<file path="src/rtl/sram_responder.sv">
// sram_responder: bridges the cache's held-high read/write requests onto an
// external asynchronous SRAM. Each access latches its address (and write
// data), drives the SRAM strobes for a fixed number of wait cycles, and then
// spends one DONE cycle before it returns to IDLE.
module sram_responder #(
    parameter int RD_WAIT = 2,   // read wait cycles, 1..15
    parameter int WR_WAIT = 2    // write wait cycles, 2..15
) (
    input  logic        clk,
    input  logic        rst_n,
    input  logic        rd_sram,
    input  logic        wr_sram,
    input  logic [16:0] addr_cpu,
    input  logic [31:0] data_tosram,
    output logic [31:0] data_fromsram,
    output logic        sram_stalled,
    output logic [16:0] sram_addr,
    output logic [31:0] sram_dq_out,
    output logic        sram_dq_oe,
    input  logic [31:0] sram_dq_in,
    output logic        sram_ce_n,
    output logic        sram_oe_n,
    output logic        sram_we_n
);

    typedef enum logic [1:0] {
        IDLE   = 2'd0,
        RD_ACC = 2'd1,
        WR_ACC = 2'd2,
        DONE   = 2'd3
    } state_t;

    // The counter counts down to zero, so each access spends WAIT cycles
    // in its access state.
    localparam logic [3:0] RD_LOAD = 4'(RD_WAIT - 1);
    localparam logic [3:0] WR_LOAD = 4'(WR_WAIT - 1);

    state_t      state_reg, state_next;
    logic [3:0]  cnt_reg,   cnt_next;
    logic [16:0] addr_reg,  addr_next;
    logic [31:0] wdata_reg, wdata_next;
    logic [31:0] rdata_reg, rdata_next;

    // State and datapath registers. A reset clears them at once, so a write
    // that is in flight loses its strobes immediately.
    always_ff @(posedge clk or negedge rst_n) begin
        if (!rst_n) begin
            state_reg <= IDLE;
            cnt_reg   <= 4'd0;
            addr_reg  <= 17'd0;
            wdata_reg <= 32'd0;
            rdata_reg <= 32'd0;
        end else begin
            state_reg <= state_next;
            cnt_reg   <= cnt_next;
            addr_reg  <= addr_next;
            wdata_reg <= wdata_next;
            rdata_reg <= rdata_next;
        end
    end

    // Next state: start an access from IDLE (a read beats a write), count
    // down the wait cycles, then take one DONE cycle. Requests are not looked
    // at in DONE.
    always_comb begin
        state_next = state_reg;
        cnt_next   = cnt_reg;
        addr_next  = addr_reg;
        wdata_next = wdata_reg;
        rdata_next = rdata_reg;
        case (state_reg)
            IDLE: begin
                if (rd_sram) begin
                    addr_next  = addr_cpu;
                    cnt_next   = RD_LOAD;
                    state_next = RD_ACC;
                end else if (wr_sram) begin
                    addr_next  = addr_cpu;
                    wdata_next = data_tosram;
                    cnt_next   = WR_LOAD;
                    state_next = WR_ACC;
                end
            end
            RD_ACC: begin
                if (cnt_reg == 4'd0) begin
                    rdata_next = sram_dq_in;
                    state_next = DONE;
                end else begin
                    cnt_next = cnt_reg - 4'd1;
                end
            end
            WR_ACC: begin
                if (cnt_reg == 4'd0) begin
                    state_next = DONE;
                end else begin
                    cnt_next = cnt_reg - 4'd1;
                end
            end
            DONE: begin
                state_next = IDLE;
            end
            default: begin
                state_next = IDLE;
            end
        endcase
    end

    // Strobes and stall. The last write cycle releases we_n and keeps the
    // address and data driven, which gives the SRAM its hold time. The stall
    // is gated by rst_n, so it drops while reset is asserted.
    always_comb begin
        sram_ce_n    = 1'b1;
        sram_oe_n    = 1'b1;
        sram_we_n    = 1'b1;
        sram_dq_oe   = 1'b0;
        sram_stalled = 1'b0;
        case (state_reg)
            IDLE: begin
                sram_stalled = rst_n & (rd_sram | wr_sram);
            end
            RD_ACC: begin
                sram_ce_n    = 1'b0;
                sram_oe_n    = 1'b0;
                sram_stalled = rst_n;
            end
            WR_ACC: begin
                sram_ce_n    = 1'b0;
                sram_dq_oe   = 1'b1;
                sram_we_n    = (cnt_reg == 4'd0);
                sram_stalled = rst_n;
            end
            default: begin
                sram_stalled = 1'b0;
            end
        endcase
    end

    assign sram_addr     = addr_reg;
    assign sram_dq_out   = wdata_reg;
    assign data_fromsram = rdata_reg;

endmodule

</file>
<file path="config.mk">
export PLATFORM = sky130hd
export DESIGN_NAME = sram_responder
export DESIGN_NICKNAME = d
export VERILOG_FILES = /design/src/rtl/sram_responder.sv
export SDC_FILE = /design/constraint.sdc
export NUM_CORES = 1
export LEC_CHECK = 0
export CAP_MARGIN = 15
export CORE_MARGIN = 2
export CORE_UTILIZATION = 65
export CTS_BUF_LIST = sky130_fd_sc_hd__clkbuf_16
export DETAILED_ROUTE_END_ITERATION = 10
export DONT_BUFFER_PORTS = 1
export HOLD_SLACK_MARGIN = 0.03
export PLACE_DENSITY = 0.81
export SETUP_SLACK_MARGIN = 0.5
export SYNTH_ARGS = -nofsm -noshare
export SYNTH_HDL_FRONTEND = slang
export SYNTH_SLANG_ARGS = --single-unit
</file>
<file path="constraint.sdc">
create_clock -name clk -period 3.77 [get_ports clk]
set_input_delay 0.9425 -clock clk [delete_from_list [all_inputs] [get_ports clk]]
set_output_delay 0.9425 -clock clk [all_outputs]
set_load 0.02 [all_outputs]
</file>
==> reports/qor.yml <==
fin_crit_ns: 2.87
post_cts_resized: 0
num_antenna_cells: 0
cellPowerDensity_nw_per_um2: 1080
outcome: "finished clean"
grt_pass1_wl_mm: 11.0
power.switching_mw: 1.75
fin_crit_sh_pct: 76.2
n_fill_cell: 365
timing.slew.headroom_pct: 49.9
place_area_um2: 3670
core_region_area_um2: 5470
combPwrFrac_pct: 26.6
power.share.sequential_pct: 55.0
area_growth_syn_to_layout_pct: 7.76
ys_types: 34
post-cts-setup-buffer-count: 0
globalRouteOverflowTotal: 0
number_of_buffers_inserted_during_clock_tree_synthesis: 9
startpoint: "state_reg[0]"
ant_nets: 0
synth.net_count: 319
cts.sink_count: 87
critical_path_required_ns: 2.83
initial_antenna_violation_count: 0
hpwl_reported_at_the_end_of_detailed_placement_mm: 5.30
arrival_ns: 1.93
hold_buffers: 0
clk-insertion-delay-late_ns: 0.32
setup.worst_path.end_class: "output port"
critical_path_peak_fanout: 8
power.internal_mw: 2.53
dr_total_vias: 1874
clk_buf_depth: 2
transition_time_of_the_tightest_slew_check_pin_ns: 0.750
mostFrequentLayoutCell: "dfrtp_1"
post_route_cells_drive_above_1_share_pct: 43.8
maxClockFrequency_mhz: 348
post_synth_instance_area_um2: 3660
rsz0062_at_grt: "false"
yosysWarningCount: 0
h-tree-depth: 3
timing_max_transition_violations_final: 0
syn_area_per_cell_um2: 16.2
finish.net_count: 323
synth_cells: 226
route.detailed.vias_per_inst: 6.10
cap_viol_max_count: 0
cts.reportedPaths.clkPinSlew_ns: 0.07
seq_area_frac_synth_pct: 59.4
tightest_hold_check_type: "primary input to async pin"
fin_setup_tns_ns: 0
first_global_vias: 2089
layout.core_utilization_pct: 72.1
drt_pre_antenna_iters: 4
number_of_remaining_drc_errors: 0
tritoncts_clock_tree: "built"
totalWireLength_mm: 7.23
die_span_y_um: 79.1
finish.instance_area_um2: 3950
power_switching_share_pct: 40.9
commonest_cells_after_routing_fill_and_taps_aside: "87 x dfrtp_1, 51 x mux2_2, 30 x mux2_4"
irDropWorstVdd_uv: 586
io_pins: 171
dieWidth_um: 79.1
wl_per_cell_um: 23.5
crit_path_start_kind: "flop"
p_clk_share_pct: 18.5
final-setup-viol-count: 0
timing.rr.start: "cnt_reg[0]"
synth.ff_latch_count: 87
final-hold-violation-count: 0
criticalPathCategory: "flop to output port"
root_cell_of_the_clock_tree: "clkbuf_16"
floorplan.initialDensity_pct: 66.9
detailed_router_s_first_iteration_violation_count: 151
place.port_buffers: 0
ff2ff_setup_slack_ns: 1.36
leakagePower_nw: 1.77
die_area_um2: 6250
fp-row-count: 27
place.gp.congestion: 0.719
skew_ns: 0.00721
global_route.usage.total_pct: 23.6
grt_start_max_net_pins: 89
==> Yosys cell counts, drive strengths merged <==
cell type | n | area, um^2
nand2b | 1 | 6.26
o211ai | 1 | 7.51
clkbuf | 1 | 3.75
mux2 | 81 | 1020
inv | 6 | 22.5
nor4 | 1 | 6.26
a31oi | 1 | 6.26
nor3b | 2 | 15.0
o21ai | 6 | 33.8
ha | 8 | 100
buf | 8 | 91.3
a2bb2oi | 1 | 8.76
a21oi | 2 | 10.0
o22ai | 1 | 6.26
nor2b | 1 | 6.26
nor2 | 2 | 23.8
a22oi | 1 | 7.51
or4 | 1 | 8.76
nand3b | 2 | 15.0
o31a | 1 | 10.0
nand4 | 1 | 6.26
o311a | 1 | 11.3
or3 | 1 | 6.26
o22a | 1 | 8.76
or3b | 2 | 17.5
nand2 | 3 | 11.3
nand3 | 2 | 10.0
dfrtp | 87 | 2180
==> worst max-delay path: stages, from the launching register on <==
cell	delay, ns
dfrtp_1	0.40
inv_1	0.12
ha_1	0.42
inv_1	0.23
a21oi_1	0.44
==> metrics by stage <==
step           hold WS (ns)  total power, mW  cells  worst slack, ns
2_1_floorplan         0.517             3.24    226             1.13
3_3_place_gp          0.533             3.40    291             1.21
3_5_place_dp          0.579             3.50    291             1.20
4_1_cts               0.302             4.31    307            0.902
5_1_grt               0.287             4.49    307            0.739
6_report              0.311             4.28    307            0.896
==> cell type report <==
| cell class | instances | area, um^2 | share of cell area, % |
|---|---|---|---|
| Sequential cell | 87 | 2180 | 55.2 |
| Tap cell | 72 | 90.1 | 2.28 |
| Inverter | 6 | 22.5 | 0.571 |
| Timing Repair Buffer | 2 | 15.0 | 0.380 |
| Multi-Input combinational cell | 124 | 1370 | 34.7 |
| Clock buffer | 9 | 225 | 5.71 |
| Clock inverter | 7 | 48.8 | 1.24 |
==> routing by layer <==
layer / vias up / part of all wire [%] / global-route usage, %
met4: 0 / 1.3 / 8.62
met2: 115 / 52 / 40.5
met3: 8 / 10 / 8.98
li1: 811 / - / -
met1: 940 / 36 / 26.9
met5: - / 0 / 0
==> power by group through the flow <==
stage	Clock, mW	Combinational [mW]	Sequential, mW
6_report	0.791	1.14	2.35
5_1_grt	0.850	1.24	2.41
4_1_cts	0.806	1.15	2.35
3_5_place_dp	0	1.14	2.36
3_3_place_gp	0	1.07	2.33
2_1_floorplan	0	1.01	2.22
==> worst paths after layout <==
path,end,cells past startpoint
max in group asynchronous,state_reg[1],0
min,data_fromsram[15],0
max reg2reg,data_fromsram[31],5
min in group clk,state_reg[0],1
max,sram_stalled,4
min reg2reg,state_reg[0],1
==> kinds of logic after synthesis <==
group | after synthesis | share of synthesized area, %
muxes | 81 | 28.0
DFF | 87 | 59.4
adders and majority gates | 8 | 2.73
AOI/OAI and AO/OA | 16 | 3.01
buffers and inverters | 15 | 3.21
and+or+nand+nor | 19 | 3.62
(Power assumes the default switching activity.)
